[src/rtl/pulse_meter_if.sv]
// rtl/pulse_meter_if.sv - request/result handshake bundle for pulse_meter
//
// Purpose: groups the measurement request and result handshake signals.
// Signals:
//   Start     requester -> meter  one-cycle request to begin a measurement
//   Busy      meter -> requester  measurement in progress or result not yet taken
//   Valid     meter -> consumer   result available
//   Ready     consumer -> meter   result accepted when Valid && Ready
//   HighWidth meter -> consumer   cycles the waveform was high
//   Period    meter -> consumer   cycles between successive rising edges
//   TimedOut  meter -> consumer   measurement aborted by the phase timeout
// Modports: master = the meter, slave = requester/consumer side.
interface pulse_meter_if #(
  parameter int CNT_W = 16
);
  logic             Start;
  logic             Busy;
  logic             Valid;
  logic             Ready;
  logic [CNT_W-1:0] HighWidth;
  logic [CNT_W-1:0] Period;
  logic             TimedOut;

  modport master (
    input  Start, Ready,
    output Busy, Valid, HighWidth, Period, TimedOut
  );

  modport slave (
    output Start, Ready,
    input  Busy, Valid, HighWidth, Period, TimedOut
  );
endinterface

[src/rtl/pulse_meter.sv]
// rtl/pulse_meter.sv - single-cycle high-width / period meter for a digitised waveform
//
// Purpose: on each accepted Start, waits for a rising edge of In, then measures
// the high width and the period (rise to next rise) in Clk cycles and returns
// them over a valid/ready handshake. Each phase is bounded by TIMEOUT cycles.
// Ports:
//   Clk    clock, all state on rising edge
//   Rst_n  asynchronous active-low reset
//   In     asynchronous waveform under measurement
//   bus    pulse_meter_if.master (Start, Busy, Valid, Ready, HighWidth, Period, TimedOut)
// Optional feature macro: PULSE_METER_GLITCH_FILTER_EN
//   defined   : a GLITCH_CYC-cycle stability filter sits between the synchroniser
//               and the edge detector; shorter pulses are not seen
//   undefined : synchroniser output feeds edge detection directly
module pulse_meter #(
  parameter int CNT_W       = 16,
  parameter int SYNC_STAGES = 2,
  parameter int TIMEOUT     = 65535,
  parameter int GLITCH_CYC  = 3
) (
  input  logic          Clk,
  input  logic          Rst_n,
  input  logic          In,
  pulse_meter_if.master bus
);

  typedef enum logic [2:0] {
    IDLE,
    ARM,
    HIGH,
    LOW,
    DONE
  } state_t;

  state_t                 state;
  logic [SYNC_STAGES-1:0] sync;
  logic                   s;
  logic                   lvl;
  logic                   lvl_d;
  logic                   rise;
  logic                   fall;
  logic [CNT_W-1:0]       hcnt;
  logic [CNT_W-1:0]       pcnt;
  logic [CNT_W-1:0]       phcnt;
  logic                   phase_end;
  logic                   busy;
  logic                   valid;
  logic                   timed_out;

  // Input synchroniser; sync[0] is the metastability-exposed stage.
  always_ff @(posedge Clk or negedge Rst_n) begin
    if (!Rst_n) begin
      sync <= '0;
    end else begin
      sync <= {sync[SYNC_STAGES-2:0], In};
    end
  end

  assign s = sync[SYNC_STAGES-1];

`ifdef PULSE_METER_GLITCH_FILTER_EN
  localparam int GW = $clog2(GLITCH_CYC + 1);

  logic          f;
  logic [GW-1:0] gcnt;

  // f follows s only after s has disagreed with f for GLITCH_CYC cycles in a
  // row; returning to f's value restarts the count. Both edges see the same
  // delay, so measured widths are unaffected.
  always_ff @(posedge Clk or negedge Rst_n) begin
    if (!Rst_n) begin
      f    <= 1'b0;
      gcnt <= '0;
    end else if (s == f) begin
      gcnt <= '0;
    end else if (gcnt == GW'(GLITCH_CYC - 1)) begin
      f    <= s;
      gcnt <= '0;
    end else begin
      gcnt <= gcnt + GW'(1);
    end
  end

  assign lvl = f;
`else
  logic unused_glitch_cyc;
  assign unused_glitch_cyc = (GLITCH_CYC != 0);
  assign lvl = s;
`endif

  always_ff @(posedge Clk or negedge Rst_n) begin
    if (!Rst_n) begin
      lvl_d <= 1'b0;
    end else begin
      lvl_d <= lvl;
    end
  end

  assign rise      = lvl & ~lvl_d;
  assign fall      = ~lvl & lvl_d;
  // phcnt counts cycles already spent in the phase; this is the TIMEOUT-th.
  assign phase_end = (phcnt == CNT_W'(TIMEOUT - 1));

  always_ff @(posedge Clk or negedge Rst_n) begin
    if (!Rst_n) begin
      state     <= IDLE;
      hcnt      <= '0;
      pcnt      <= '0;
      phcnt     <= '0;
      busy      <= 1'b0;
      valid     <= 1'b0;
      timed_out <= 1'b0;
    end else begin
      case (state)
        IDLE: begin
          if (bus.Start) begin
            state     <= ARM;
            busy      <= 1'b1;
            hcnt      <= '0;
            pcnt      <= '0;
            phcnt     <= '0;
            timed_out <= 1'b0;
          end
        end

        ARM: begin
          if (rise) begin
            state <= HIGH;
            hcnt  <= CNT_W'(1);
            pcnt  <= CNT_W'(1);
            phcnt <= '0;
          end else if (phase_end) begin
            state     <= DONE;
            timed_out <= 1'b1;
          end else begin
            phcnt <= phcnt + CNT_W'(1);
          end
        end

        HIGH: begin
          if (fall) begin
            // hcnt freezes here; the fall cycle already belongs to the low part.
            state <= LOW;
            pcnt  <= pcnt + CNT_W'(1);
            phcnt <= '0;
          end else if (phase_end) begin
            state     <= DONE;
            timed_out <= 1'b1;
          end else begin
            hcnt  <= hcnt + CNT_W'(1);
            pcnt  <= pcnt + CNT_W'(1);
            phcnt <= phcnt + CNT_W'(1);
          end
        end

        LOW: begin
          if (rise) begin
            state <= DONE;
          end else if (phase_end) begin
            state     <= DONE;
            timed_out <= 1'b1;
          end else begin
            // pcnt spans two timed phases, so saturate rather than wrap.
            if (pcnt != '1) begin
              pcnt <= pcnt + CNT_W'(1);
            end
            phcnt <= phcnt + CNT_W'(1);
          end
        end

        DONE: begin
          // Counters are not touched here, so the result holds under back-pressure.
          if (!valid) begin
            valid <= 1'b1;
          end else if (bus.Ready) begin
            valid <= 1'b0;
            busy  <= 1'b0;
            state <= IDLE;
          end
        end

        default: state <= IDLE;
      endcase
    end
  end

  assign bus.Busy      = busy;
  assign bus.Valid     = valid;
  assign bus.HighWidth = hcnt;
  assign bus.Period    = pcnt;
  assign bus.TimedOut  = timed_out;

endmodule
[src/flat_wrapper.sv]
// flat-port wrapper written by rule: the top's interface ports become plain ports
module pulse_meter_flat 
#(
  parameter int CNT_W       = 16,
  parameter int SYNC_STAGES = 2,
  parameter int TIMEOUT     = 65535,
  parameter int GLITCH_CYC  = 3
)
  (Clk, Rst_n, In, bus_Start, bus_Ready, bus_Busy, bus_Valid, bus_HighWidth, bus_Period, bus_TimedOut);
  pulse_meter_if #(.CNT_W(CNT_W)) bus_i ();
  input  logic Clk;
  input  logic Rst_n;
  input  logic In;
  input wire logic [$bits(bus_i.Start)-1:0] bus_Start;
  input wire logic [$bits(bus_i.Ready)-1:0] bus_Ready;
  output wire logic [$bits(bus_i.Busy)-1:0] bus_Busy;
  output wire logic [$bits(bus_i.Valid)-1:0] bus_Valid;
  output wire logic [$bits(bus_i.HighWidth)-1:0] bus_HighWidth;
  output wire logic [$bits(bus_i.Period)-1:0] bus_Period;
  output wire logic [$bits(bus_i.TimedOut)-1:0] bus_TimedOut;
  assign bus_i.Start = bus_Start;
  assign bus_i.Ready = bus_Ready;
  assign bus_Busy = bus_i.Busy;
  assign bus_Valid = bus_i.Valid;
  assign bus_HighWidth = bus_i.HighWidth;
  assign bus_Period = bus_i.Period;
  assign bus_TimedOut = bus_i.TimedOut;
  pulse_meter #(.CNT_W(CNT_W), .SYNC_STAGES(SYNC_STAGES), .TIMEOUT(TIMEOUT), .GLITCH_CYC(GLITCH_CYC)) u_core (.Clk(Clk), .Rst_n(Rst_n), .In(In), .bus(bus_i));
endmodule
[config.mk]
export PLATFORM = sky130hd
export DESIGN_NAME = pulse_meter_flat
export DESIGN_NICKNAME = d
export VERILOG_FILES = /design/src/rtl/pulse_meter_if.sv /design/src/rtl/pulse_meter.sv /design/src/flat_wrapper.sv
export SDC_FILE = /design/constraint.sdc
export NUM_CORES = 1
export LEC_CHECK = 0
export ABC_AREA = 1
export CAP_MARGIN = 20
export CORE_MARGIN = 1.5
export CORE_UTILIZATION = 30
export CTS_CLUSTER_DIAMETER = 150
export DETAILED_ROUTE_END_ITERATION = 7
export GPL_ROUTABILITY_DRIVEN = 1
export HOLD_SLACK_MARGIN = 0.08
export PLACE_DENSITY = 0.45
export SLEW_MARGIN = 10
export SYNTH_ARGS = -nofsm -noshare
export SYNTH_HDL_FRONTEND = slang
export SYNTH_SLANG_ARGS = --single-unit
[constraint.sdc]
create_clock -name Clk -period 1.8 [get_ports Clk]
set_clock_uncertainty 0.05 [all_clocks]
set_input_delay 0.54 -clock Clk [delete_from_list [all_inputs] [get_ports Clk]]
set_output_delay 0.54 -clock Clk [all_outputs]
set_load 0.05 [all_outputs]
Word-level counts from Yosys, hierarchy flattened
Index checks and enable logic that the tools add are counted.

Flip-flop bits (word level): 57. Bits in latches: 0. Memory bits (writable): 0. ROM bits: 0. Bits of input ports: 5. Word-level logic and storage cells: 80. Memories kept: 0.

Add/subtract/negate cells: 3. $mul: 0. Divide/modulo/power cells: 0. $lt $le $gt $ge: 0. Eq/ne operators: 17. Shifts and indexed selects: 0. Muxes and demuxes: 35. Bitwise logic cells: 4. Reduce and logical (&&, ||, !) cells: 12.

Operators with widths (number): $mux 16 (13); $pmux 16 s4 (2); $add 16x1->16 const B (3); $pmux 16 s3 (1); $mux 3 (7); $eq 16x16->1 const B (1); $ne 16x16->1 const B (1); $pmux 3 s5 (1); $ne 2x2->1 const B (7); $mux 1 (9); $reduce_and 4->1 (2); $reduce_and 7->1 (1); $eq 3x2->1 const B (2); $ne 2x1->1 const B (3); $reduce_and 3->1 (2); $reduce_bool 3->1 (2); $reduce_and 5->1 (1); $reduce_bool 4->1 (1); $eq 3x1->1 const B (1); $eq 3x3->1 const B (1); $logic_not 3->1 (1); $ne 3x2->1 const B (1); $pmux 1 s3 (1); $and 1x1->1 (2); other kinds (4) (5).

Logic depth before layout (Yosys ltp)
Gate-level depths: netlist of the first run.

Depth after elaboration: 5. Mapped depth: 12.

Least setup slack after synthesis of the first run
Ideal clock, no wire load.

Path kind: register to register. Start point: reg u_core.pcnt[0] (netlist: u_core.bus.Period[0]). End point: reg u_core.pcnt[10] (netlist: u_core.bus.Period[10]). Arrival time: 1.905 ns. Slack: -0.274 ns. Stages on the path, launching flop included: 12. Period minus slack after synthesis: 2.074 ns. Cells stage by stage: dfrtp_1 -> ha_1 -> nand2_1 -> nor2_1 -> nand2_2 -> nor2_2 -> nand3_1 -> nand2_1 -> nand2_2 -> clkbuf_1 -> nand3_1 -> nand2_1.

Word-level cells in the longest chain between the ends: 5.

Ends and longest elaborated chain: from (decl) (line pulse_meter.sv:43) `logic [CNT_W-1:0] pcnt;`; from (signal assigned) (line pulse_meter.sv:144) `pcnt <= pcnt + CNT_W'(1);`; from (signal assigned) (line pulse_meter.sv:151) `pcnt <= pcnt + CNT_W'(1);`; from (signal assigned) (line pulse_meter.sv:165) `pcnt <= pcnt + CNT_W'(1);`; $add 16x1->16 (line pulse_meter.sv:144, pulse_meter.sv:151, pulse_meter.sv:165); $mux 16 (line pulse_meter.sv:164) `if (pcnt != '1) begin`; $mux 16 (line pulse_meter.sv:159) `end else if (phase_end) begin`; $mux 16 (line pulse_meter.sv:157) `if (rise) begin`; $pmux 16 s4 (line pulse_meter.sv:114) `case (state)`.

Parallel ways exist; a longest one is shown, timed or not. The select of a mux whose other input is x is not followed. A chain may end at the register's enable or synchronous reset.

Worst setup path after layout of the first run
Start point: reg u_core.pcnt[1] (netlist: u_core.bus.Period[1]). End point: reg u_core.pcnt[14] (netlist: u_core.bus.Period[14]).

The elaborated chain is that of the path after synthesis.

==> results of run 1 <==
-- cell usage after synthesis, types with 5 or more instances --
library cell	count	share of area
nand2_2	17	0.028
o21bai_1	6	0.012
nand4_1	17	0.028
o21ai_0	21	0.028
inv_1	53	0.053
dfrtp_1	57	0.38
clkbuf_1	5	0.0050
o21ai_1	9	0.012
a21oi_1	13	0.017
nand2_1	165	0.17
nor2_1	62	0.062
nand3_1	52	0.070
nor3_1	7	0.0094
xor2_1	5	0.012
inv_2	5	0.0050
-- placed cells by master (no fill, tap or decap), types with 4 or more instances in the layout --
master,n
clkbuf_16,9
a21oi_1,13
nand4_1,17
buf_4,33
o21ai_1,9
buf_12,36
nand2_2,18
nor3_1,7
nor2_4,5
o21bai_1,6
nor2_2,4
inv_1,52
nand2_1,163
dfrtp_1,46
buf_6,5
xor2_1,5
nor2_1,59
nand2_4,5
nand3_1,52
o21ai_0,21
dfrtp_2,11
inv_2,5
-- through the flow --
step | setup slack (ns) | hold slack, ns | area (µm²)
2_1_floorplan | 0.00191 | 0.194 | 3780
3_3_place_gp | -0.326 | 0.287 | 4910
3_5_place_dp | -0.354 | 0.287 | 4910
4_1_cts | -0.00831 | 0.179 | 5200
5_1_grt | -0.00925 | 0.192 | 5300
6_report | 0.123 | 0.178 | 5300
-- registers in the layout, indices dropped and copies added, names as in the netlist --
signal	count
u_core.phcnt	16
u_core.state	3
u_core.sync	2
u_core.bus.HighWidth	16
u_core.bus.Busy	1
u_core.bus.TimedOut	1
u_core.lvl_d	1
u_core.bus.Valid	1
u_core.bus.Period	16
-- repair_timing --
| action | in CTS | in global routing |
|---|---|---|
| cloned | 0 | 2 |
| pin swaps | 0 | 8 |
| buffers inserted | 0 | 2 |
| endpoints found under the setup margin | 5 | 37 |
| gates resized for setup | 0 | 21 |
-- power groups by stage --
stage	Clock, W	Sequential, W	Combinational (W)
floorplan	0	0.00163	0.000933
global placement	0	0.00150	0.00155
detailed placement	0	0.00150	0.00156
CTS	0.00174	0.00148	0.00157
global route	0.00179	0.00150	0.00182
finish	0.00168	0.00148	0.00167
-- worst paths after layout --
check	cells past startpoint	slack, ns	start	to
setup / recovery	11	0.12	u_core.bus.Period[1]	u_core.bus.Period[14]
hold / removal	2	0.18	Rst_n	u_core.bus.HighWidth[11]
setup reg to reg	11	0.12	u_core.bus.Period[1]	u_core.bus.Period[14]
hold reg to reg	0	0.30	u_core.sync[0]	u_core.sync[1]
max in group asynchronous	2	1.25	Rst_n	u_core.bus.Period[0]
min in group Clk	0	0.30	u_core.sync[0]	u_core.sync[1]
-- logic make-up after synthesis --
kind of cell               synth area share
and+or+nand+nor                       0.403
buffers and inverters                0.0853
AOI/OAI and AO/OA                     0.106
DFF                                   0.381
xor gates and xnor gates             0.0117
adders and majority gates            0.0134
-- layer usage --
layer  GRT usage  wire, µm  up-vias
li1            -         -     1892
met1       0.217      4820     1679
met2       0.252      4550       84
met3      0.0339       440       14
met4      0.0542       156        0
met5           0         0        -
-- worst max-delay path: stages (launching register included) --
cell and delay [ns]:
dfrtp_2 0.38, ha_4 0.13, nand2_1 0.08, nor2_2 0.14, nand2_2 0.11, nor2_4 0.10, nand3_1 0.09, nand2_2 0.09
nand2_4 0.10, buf_6 0.16, nand3_1 0.08, nand2_1 0.05
-- area by class of cell --
class | instances | area [µm²]
Tap cell | 168 | 210
Multi-Input combinational cell | 408 | 2060
Inverter | 60 | 238
Timing Repair Buffer | 78 | 1060
Fill cell | 1284 | 6820
Sequential cell | 57 | 1440
Clock inverter | 3 | 40.0
Clock buffer | 13 | 250
==> flow_summary.json, run 1 <==
{
  "startpoint_type": "register",
  "groute.usage.overall": 0.160,
  "synth_warnings": 0,
  "drtPass1Iterations": 4,
  "cts_num_sinks": 57,
  "hold_viol": 0,
  "synth_cell_types": 35,
  "timing.final.crit_share": 0.932,
  "crit_required_ns": 1.97,
  "io_pins": 40,
  "syn-instance-count": 535,
  "end_kind": "register",
  "switching_share": 0.361,
  "drv_slew": 0,
  "synth_edf_count": 0,
  "utilization": 0.437,
  "pwr-share-clk": 0.347,
  "critPathKind": "reg -> reg",
  "clock_latency_ns": 0.32,
  "relSlewSlack": 0.731,
  "antenna_found_initial": 0,
  "post_synth_instance_area_um2": 3740,
  "die_x_um": 115,
  "path_max_fanout": 9,
  "power.switching_w": 0.00174,
  "pwr-share-comb": 0.346,
  "grt_first_pass_wirelength_um": 16600,
  "clkSlewWorstSetupHoldPaths_ns": 0.05,
  "cts_buffer_depth": 2,
  "die_y_um": 115,
  "total_power_w": 0.00483,
  "max_freq_ghz": 0.596,
  "routed_via_density": 4.66,
  "status": "completed",
  "ant_nets": 0,
  "hpwlAfterDp_um": 7220,
  "avgSynthCellArea_um2": 6.99,
  "n_antenna_cell": 0,
  "grt_pass1_vias": 3390,
  "finalNetCount": 623,
  "tns_ns": 0,
  "p_leak_nw": 2.35,
  "syn_nets": 544,
  "setup_viol": 0,
  "cts_root_buf": "clkbuf_16",
  "die_area_um2": 13100,
  "cts_buffers": 9,
  "vdd_drop_max_v": 0.000541,
  "ys_async_sr_fraction": 1.00,
  "wl_per_cell_um": 12.7,
  "num_vias": 3669,
  "cts.hold.buffers_added": 0,
  "io_buffer_count": 39,
  "synth_seq_area_share": 0.381,
  "maxCapViolCount": 0,
  "dpl.cell_count": 767,
  "grt_start_max_net_pins": 58,
  "overflow": 0,
  "cts_tree": "yes",
  "initial_utilization": 0.309,
  "p_int_w": 0.00309,
  "period_needed_ns": 1.68,
  "p_seq_frac": 0.307,
  "ys.flop_type": "dfrtp_1",
  "drc": 0,
  "p_per_area_nw_per_um2": 912,
  "final-instance-count-excl-fill": 787,
  "area_growth_pct": 41.6,
  "hp-class": "in -> async",
  "worst_pin_slew_ns": 0.401,
  "wl_um": 9960,
  "ys_ff_latch": 57,
  "core_um2": 12100,
  "htree_levels": 3,
  "placementRows": 40,
  "critPathArrivalTime_ns": 1.85,
  "drive_above_1_share": 0.246,
  "drt_iter0_markers": 145,
  "place.gp.congestion": 0.849
}
No activity file was read; power rests on OpenSTA's default activity.
==> inputs of run 2 (changes only) <==
SLEW_MARGIN = unset   (was 10)
clock period = 2 ns   (was 1.8 ns; I/O delays follow)
==> run 2 against run 1 <==
Combinational power is 24% lower. Hold slack better by 0.043 ns. Clock power fell by 20%. Sequential power shrank 10%. Die area unchanged. Clock-buffer cell count decreased by 1. Routed wire length decreased by 2.6%. Register-to-register slack better by 0.07 ns. Total power fell by 18%. Critical path type is now in -> reg. Largest power group unchanged. Highest routed layer unchanged.
==> flow_summary.json, run 2 (synthesized netlist as in run 1, its figures left out) <==
{
  "grt_start_max_net_pins": 58,
  "hold_viol": 0,
  "clock_latency_ns": 0.33,
  "slowest_stage": "clkdlybuf4s50_1",
  "hp-class": "in -> async",
  "timing.final.crit_share": 0.935,
  "drtPass1Iterations": 4,
  "num_vias": 3581,
  "post_cts_buffers": 0,
  "p_leak_nw": 2.20,
  "grt_pass1_vias": 3374,
  "grt_setup_unrepaired": "false",
  "io_pins": 40,
  "wl_per_cell_um": 12.6,
  "finalNetCount": 608,
  "cts_tree": "yes",
  "worst_pin_slew_ns": 0.432,
  "met3_length_um": 379,
  "total_power_w": 0.00396,
  "cts_buffers": 9,
  "relSlewSlack": 0.711,
  "path_buf_inv": 3,
  "p_int_w": 0.00247,
  "dpl.cell_count": 756,
  "maxCapViolCount": 0,
  "overflow": 0,
  "initial_utilization": 0.309,
  "period_needed_ns": 1.87,
  "cts_resized": 0,
  "cts.hold.buffers_added": 0,
  "end_kind": "register",
  "setup_viol": 0,
  "die_y_um": 115,
  "crit_family": "buffers and inverters",
  "n_antenna_cell": 0,
  "place.gp.congestion": 0.814,
  "critPathKind": "in -> reg",
  "htree_levels": 3,
  "top_layer_used": "met4",
  "p_seq_frac": 0.336,
  "wl_um": 9700,
  "post_dp_cell_area_um2": 4640,
  "placementRows": 40,
  "cts_root_buf": "clkbuf_16",
  "die_area_um2": 13100,
  "p_per_area_nw_per_um2": 807,
  "cts_num_sinks": 57,
  "crit_required_ns": 2.17,
  "status": "completed",
  "die_x_um": 115,
  "routed_via_density": 4.64,
  "max_freq_ghz": 0.535,
  "vdd_drop_max_v": 0.000658,
  "antenna_found_initial": 0,
  "grt_first_pass_wirelength_um": 16900,
  "drive_above_1_share": 0.202,
  "clkSlewWorstSetupHoldPaths_ns": 0.05,
  "switching_share": 0.376,
  "drc": 0,
  "crit_chain": "clkdlybuf4s50_1, inv_1, a21oi_4, nand2_4, clkinv_4, nand2_4, nor2_4, nand2_4, nand2_1, nand2_1",
  "core_um2": 12100,
  "critPathMaxStageDelay_ns": 0.48,
  "final-instance-count-excl-fill": 772,
  "dr_wl_met2_um": 4310,
  "drv_slew": 0,
  "cpMostUsedCell": "nand2_4",
  "hpwlAfterDp_um": 7190,
  "critPathArrivalTime_ns": 2.04,
  "cts_buffer_depth": 2,
  "io_buffer_count": 39,
  "wl_met1_um": 4890,
  "final_cell_mix": "nand2_1 (165), nor2_1 (61), dfrtp_1 (55), inv_1 (53), nand3_1 (52)",
  "path_max_fanout": 16,
  "ant_nets": 0,
  "startpoint_type": "input port",
  "pwr-share-clk": 0.342,
  "drt_iter0_markers": 159,
  "timing.reg2reg.setup_slack_ns": 0.19,
  "finalInstanceArea_um2": 4900,
  "pwr-share-comb": 0.321,
  "mostFrequentLayoutCell": "nand2_1",
  "power.switching_w": 0.00149,
  "groute.usage.overall": 0.164,
  "area_growth_pct": 31.1
}
[run 2: cell count changes in the layout (fill, tap and decap cells not counted), sizes merged]
cell / delta
clkdlybuf4s50: +1
dlymetal6s2s: -1
buf: -14
clkinv: +2
bufinv: -1
nand2: -1
clkbuf: -1
[run 2: area by class of cell]
type                    instances  area (µm²)
well taps                     168         210
clock inverters                 4        20.0
clock buffers                  12         236
inverters                      60         233
flip-flops and latches         57        1430
fillers                      1304        7210
multi-input cells             407        2000
repair buffers                 64         773
[run 2: layer usage]
layer | track usage | vias up
met4 | 0.0425 | 0
met2 | 0.254 | 68
met1 | 0.230 | 1644
met3 | 0.0386 | 9
met5 | 0 | -
li1 | - | 1860
[run 2: final timing paths]
path | startpoint | endpoint | depth (start not counted)
worst max-delay path | bus_Start | u_core.bus.Period[3] | 10
worst min-delay path | Rst_n | u_core.bus.Period[8] | 2
worst max register to register | u_core.phcnt[0] | u_core.bus.Period[3] | 10
worst min register to register | u_core.sync[0] | u_core.sync[1] | 0
max in group asynchronous | Rst_n | u_core.bus.Period[0] | 2
min in group Clk | u_core.sync[0] | u_core.sync[1] | 0
[run 2: metrics by stage]
stage | setup TNS (ns) | worst slack [ns] | utilization | hold slack [ns]
4_1_cts | 0 | 0.124 | 0.404 | 0.232
5_1_grt | 0 | 0.00931 | 0.405 | 0.255
6_report | 0 | 0.131 | 0.405 | 0.221
3_5_place_dp | -4.78 | -0.222 | 0.383 | 0.286
2_1_floorplan | 0 | 0.0412 | - | 0.254
3_3_place_gp | -4.11 | -0.188 | 0.383 | 0.283
[run 2: power by group through the flow]
stage	combinational (W)	clock, W	sequential [W]
after global placement	0.00128	0	0.00135
after global routing	0.00142	0.00146	0.00135
after detailed placement	0.00129	0	0.00135
after floorplan	0.000835	0	0.00146
final	0.00127	0.00135	0.00133
after CTS	0.00129	0.00141	0.00133
